`src/rtl/serial_subtractor.sv`:
```
// Bit-serial WIDTH-bit subtractor (diff = a - b, LSB first) with start/done handshake.
// Define SERIAL_SUB_OVF_EN to add the signed-overflow output ovf.
module serial_subtractor #(
  parameter int unsigned WIDTH = 8
) (
  input  logic             clk,
  input  logic             rst,
  input  logic             start,
  input  logic [WIDTH-1:0] a,
  input  logic [WIDTH-1:0] b,
  output logic             busy,
  output logic             done,
  output logic [WIDTH-1:0] diff,
  output logic             bout
`ifdef SERIAL_SUB_OVF_EN
  ,
  output logic             ovf
`endif
);

  localparam int unsigned CW = $clog2(WIDTH);

  typedef enum logic [1:0] {
    IDLE = 2'd0,
    RUN  = 2'd1,
    DONE = 2'd2
  } state_t;

  state_t           state_q, state_d;
  logic [WIDTH-1:0] a_sh, b_sh, res_q, res_nx;
  logic [CW-1:0]    cnt_q;
  logic             br_q, br_nx, d, last;
  logic [WIDTH-1:0] diff_q;
  logic             bout_q;

  // Full-subtractor cell on the current LSBs with the registered borrow.
  always_comb begin
    d      = a_sh[0] ^ b_sh[0] ^ br_q;
    br_nx  = (~a_sh[0] & b_sh[0]) | (~(a_sh[0] ^ b_sh[0]) & br_q);
    res_nx = {d, res_q[WIDTH-1:1]};
    last   = (cnt_q == CW'(WIDTH - 1));
  end

  always_comb begin
    state_d = state_q;
    case (state_q)
      IDLE:    if (start) state_d = RUN;
      RUN:     if (last) state_d = DONE;
      DONE:    state_d = IDLE;
      default: state_d = IDLE;
    endcase
  end

  always_ff @(posedge clk) begin
    if (rst) state_q <= IDLE;
    else     state_q <= state_d;
  end

`ifdef SERIAL_SUB_OVF_EN
  logic a_msb_q, b_msb_q, ovf_q;

  always_ff @(posedge clk) begin
    if (rst) begin
      a_msb_q <= 1'b0;
      b_msb_q <= 1'b0;
      ovf_q   <= 1'b0;
    end else if (state_q == IDLE && start) begin
      a_msb_q <= a[WIDTH-1];
      b_msb_q <= b[WIDTH-1];
    end else if (state_q == RUN && last) begin
      ovf_q <= (a_msb_q ^ b_msb_q) & (a_msb_q ^ res_nx[WIDTH-1]);
    end
  end

  assign ovf = ovf_q;
`endif

  always_ff @(posedge clk) begin
    if (rst) begin
      a_sh   <= '0;
      b_sh   <= '0;
      res_q  <= '0;
      br_q   <= 1'b0;
      cnt_q  <= '0;
      diff_q <= '0;
      bout_q <= 1'b0;
    end else begin
      case (state_q)
        IDLE: begin
          if (start) begin
            a_sh  <= a;
            b_sh  <= b;
            res_q <= '0;
            br_q  <= 1'b0;
            cnt_q <= '0;
          end
        end
        RUN: begin
          a_sh  <= a_sh >> 1;
          b_sh  <= b_sh >> 1;
          res_q <= res_nx;
          br_q  <= br_nx;
          cnt_q <= cnt_q + CW'(1);
          // Publish on the final bit so diff/bout stay put until the next result.
          if (last) begin
            diff_q <= res_nx;
            bout_q <= br_nx;
          end
        end
        default: ;
      endcase
    end
  end

  assign busy = (state_q != IDLE);
  assign done = (state_q == DONE);
  assign diff = diff_q;
  assign bout = bout_q;

endmodule

```
`config.mk`:
```
export PLATFORM = sky130hd
export DESIGN_NAME = serial_subtractor
export DESIGN_NICKNAME = d
export VERILOG_FILES = /design/src/rtl/serial_subtractor.sv
export SDC_FILE = /design/constraint.sdc
export NUM_CORES = 1
export LEC_CHECK = 0
export ABC_AREA = 1
export ABC_CLOCK_PERIOD_IN_PS = 1300
export CAP_MARGIN = 20
export CORE_MARGIN = 1.5
export CORE_UTILIZATION = 30
export CTS_CLUSTER_SIZE = 12
export DETAILED_ROUTE_END_ITERATION = 16
export HOLD_SLACK_MARGIN = 0.06
export SKIP_LAST_GASP = 1
export SYNTH_ARGS = -nofsm -noshare
export SYNTH_HDL_FRONTEND = slang
export SYNTH_SLANG_ARGS = --single-unit
```
`constraint.sdc`:
```
create_clock -name clk -period 1.3 [get_ports clk]
set_input_delay 0.13 -clock clk [delete_from_list [all_inputs] [get_ports clk]]
set_output_delay 0.13 -clock clk [all_outputs]
set_load 0.03 [all_outputs]
```
* Word level (Yosys, flattened, before mapping)
Index checks and enable logic that the tools add are counted. W data, S select, Z words.
Cells by class: add/sub/neg operators 1, eq/ne operators 5, mux-type cells 13, bitwise gates (word level) 7, reductions and logical operators 6
Operators by type and width (count):
- $pmux W8 S2 | 3
- $mux W8 | 3
- $pmux W3 S2 | 1
- $reduce_and A2 Y1 | 3
- $mux W2 | 2
- $ne A2 B2 Y1 const B | 2
- $pmux W2 S2 | 1
- $reduce_bool A2 Y1 | 2
- $add A3 B1 Y3 const B | 1
- $eq A3 B3 Y1 const B | 1
- $mux W3 | 1
- $and A1 B1 Y1 | 2
- $eq A2 B1 Y1 const B | 1
- $eq A2 B2 Y1 const B | 1
- $logic_not A2 Y1 | 1
- $not A1 Y1 | 2
- $pmux W1 S2 | 1
- $xor A1 B1 Y1 | 2
- $mux W1 | 1
- $or A1 B1 Y1 | 1
Word-level totals: register bits after elaboration 39, input port bits 19

* Logic depth before layout (Yosys ltp)
depth in word-level cells 5, depth in mapped cells 7, gate-level depth less buffers 7

* Worst setup path before layout
Ideal clock, no wire load.
path type register -> register, start point reg cnt_q[0], end point reg bout_q, in the netlist bout, library setup time 0.070 ns, arrival 1.152 ns, setup slack 0.078 ns, stages on the path, launching flop included 8, path through dfxtp_1 -> ha_1 -> ha_1 -> nand2_1 -> inv_1 -> nand2_1 -> nand2_1 -> a21oi_1
Between the ends: cells in the longest elaborated chain, start to end 2
Ends and longest elaborated chain:
- start, declared | line 31 | logic [CW-1:0] cnt_q;
- start signal, assigned | line 103 | cnt_q <= cnt_q + CW'(1);
- $eq A3 B3 Y1 | line 41 | last = (cnt_q == CW'(WIDTH - 1));
- $reduce_and A2 Y1 (no source line)
- end signal, assigned | line 107 | bout_q <= br_nx;
- end, declared | line 34 | logic bout_q;
Every way passes these cells. A chain may end at the register's enable or synchronous reset.

* Final worst setup path
start point reg state_q[0], end point out done
Between the ends: cells in the longest elaborated chain, start to end 1
Ends and longest elaborated chain:
- start, declared | line 29 | state_t state_q, state_d;
- start signal, assigned | line 56 | else state_q <= state_d;
- $eq A2 B2 Y1 | line 116 | assign done = (state_q == DONE);
- end, declared | line 12 | output logic done,
Every way passes these cells.

==> impl_results.md <==
- Run status: complete, no violations
- Ant diodes: 0
- Critical Path Source Type: register
- Starting DRT DRC Count: 59
- H-Tree Level Count: 2
- Die Area: 6060 sq um
- Ports: 30
- Worst Path Arrival: 1120 ps
- RSZ-0062 raised after global routing: true
- DR vias/cell: 4.15
- First-pass GRT wire length: 6320 um
- Crit. End Element: primary output
- F_max: roughly 800 MHz
- Largest net degree at the start of global routing: 24
- CTS tree: yes
- Hpwl dp: roughly 2400 um
- Commonest cells after routing, fill and taps aside: nand2_1, dfxtp_1, inv_1
- Post-layout util: 42.6%
- Commonest non-fill, non-tap cell in the layout: nand2_1
- GP Congestion: 0.757
- Met2 GRT Util: 21.7%
- P_int: 0.00216 W
- Max FO, Critical Path: 11
- Die height: 77.9 um
- Total Wirelength: about 3500 um
- Setup_tns: 0 ps
- # setup viols final: 0
- Seq pwr share: 44.3%
- CTS buffer count: 5
- Clock power frac: a little over two fifths
- Global routing usage on met3: 3.88%
- Comb pwr share: 12.6%
- Share of cells above drive strength 1: 16.2%
- Pre-antenna DRT Iters: 4
- Slew @ Worst Pin: 308 ps
- Leakage power: about 1.1 nW
- Starting density of the core: between 30% and 40%
- Register bit total from synthesis: 38
- Total GRT Usage: about 13%
- Gr busiest metal: met2
- CTS root buf: clkbuf_8
- Mean routed wirelength per cell: 9.75 um
- Clk Latency, worst-skew pair: 300 ps
- Slew Limit Headroom: 79.6%
- Final-report hold violation count: 0
- Final cell count without fillers: 363
- Total number of vias: 1,508
- Synth Area in Compound Gates: 10.8%
- Post-synthesis sequential area ratio: 45.2%
- Max-Cap Viols: 0
- Critical path required time: ~1200 ps
- Cells after DPL: ~350
- IO buf count: 29
- Clock sinks: 38
- Power Dens Cells: approximately 1200 nW/um^2
- Yosys Warn Count: 0
- Layout Nets: 312
- Met1 Use GR: 15.7%
- Main combinational cell family by area after synthesis: simple AND/OR/NAND/NOR gates
- Mapped Cells: 250
- Syn_nets: between 200 and 300
- Sw Share: a little under a quarter
- Final period utilization: 96.0%
- Post-layout min period: 1250 ps
- CTS Hold Bufs: 0
- Post-synthesis mux area share: 0%
- Die width: 77.9 um
- Area grow syn2layout: 38.8%
- Post-DRT Antenna Nets: 0
- Synth Area per Inst: approximately 6.7 sq um
- Psw: 0.000648 W
- GRT Residual Overflow: 0
- Initial antenna violation count: 0
- Simple-gate area share of the yosys netlist: 29.7%
- Synth Area in XOR/XNOR: 0%
- Clock-pin slew on the worst setup and hold paths: 80 ps
- Maximum VDD drop: 0.000892 V
- Worst Hold Class: input pin to register
- Core box area: 5470 sq um
- Adder-cell share of the synthesized area: roughly 2.7%
- Yosys cell types: 17
- Cell area after synthesis: about 1700 sq um
- Clock Path Buffers: 2
- Crit Path Class: register to primary output
- Drt drc: 0
- Clock Skew: 7.45 ps
- FP Rows: 27
- Vias in the first global route: 1,458
- Max Slew Vio Count: 0
-- power groups by stage --
stage / registers [W] / clock network, W / logic, W
CTS: 0.00124 / 0.00124 / 0.000353
global route: 0.00125 / 0.00131 / 0.000406
detailed placement: 0.00127 / 0 / 0.000349
global placement: 0.00127 / 0 / 0.000349
finish: 0.00124 / 0.00121 / 0.000352
floorplan: 0.00126 / 0 / 0.000221
-- metrics by stage --
step	instance area, sq um	total power (W)	hold WS [ps]	worst slack (ps)
finish	2330	0.00281	409	52.1
global route	2330	0.00296	421	-19.5
floorplan	1680	0.00148	294	77.6
detailed placement	2140	0.00162	459	-15.1
global placement	2140	0.00161	451	6.53
CTS	2270	0.00283	411	1.69
-- flip-flops by register name, indices dropped and copies added (netlist names) --
name / flops
a_sh: 8
b_sh: 8
bout: 1
br_q: 1
cnt_q: 3
diff: 8
res_q: 7
state_q: 2
-- path summary, 6_finish.rpt --
path              slack, ps  cells past startpoint        from      end
setup / recovery         50                      3  state_q[0]     done
hold / removal          410                      3        a[7]  a_sh[7]
setup reg to reg         70                      8    cnt_q[0]  diff[1]
hold reg to reg         470                      2     a_sh[7]  a_sh[7]
-- cell usage after synthesis --
cell type  count  area (sq um)
inv_1         33           124
fa_1           1          20.0
nand2_2        1          6.26
a21oi_1       24           120
o21ai_4        1          16.3
nand2_1       83           312
nand3_1        5          25.0
o21ai_0        9          45.0
nor3_1         1          5.00
inv_2          1          3.75
dfxtp_1       38           761
nor2_2         2          12.5
ha_1           2          25.0
nor2_1        37           139
buf_2          6          30.0
buf_4          4          30.0
clkbuf_1       2          7.51
-- routing by layer --
metal	vias to the layer above	wire (um)	part of all wire, %
met5	-	0	0
met1	645	1720	48
met3	6	169	4.8
li1	830	-	-
met4	0	48	1.4
met2	27	1610	45
-- kinds of logic (layout without fill, tap and decap cells) --
kind of cell    Yosys count  after routing
flops                    38             38
simple gates            129            129
fa+ha+maj                 3              3
compound gates           34             34
buf+inv                  46             87
-- critical path, stage by stage, from the launching register on --
cell     delay, ps
dfxtp_2        390
buf_4          210
nor2_2          60
buf_4          160
-- timing repair --
action	4_1_cts	5_1_grt
gates cloned	0	0
gates resized for setup	10	24
setup buffers	0	1
setup endpoints to repair	10	13
-- area by class of cell --
class                      instances  area [sq um]
clock inverter                     3          68.8
clock buffer                       5          68.8
fill                             593          3140
sequential                        38           766
tap                               72          90.1
multi-input combinational        166           773
timing repair buffer              45           439
inverter                          34           128
Power figures use the tool's default switching activity.
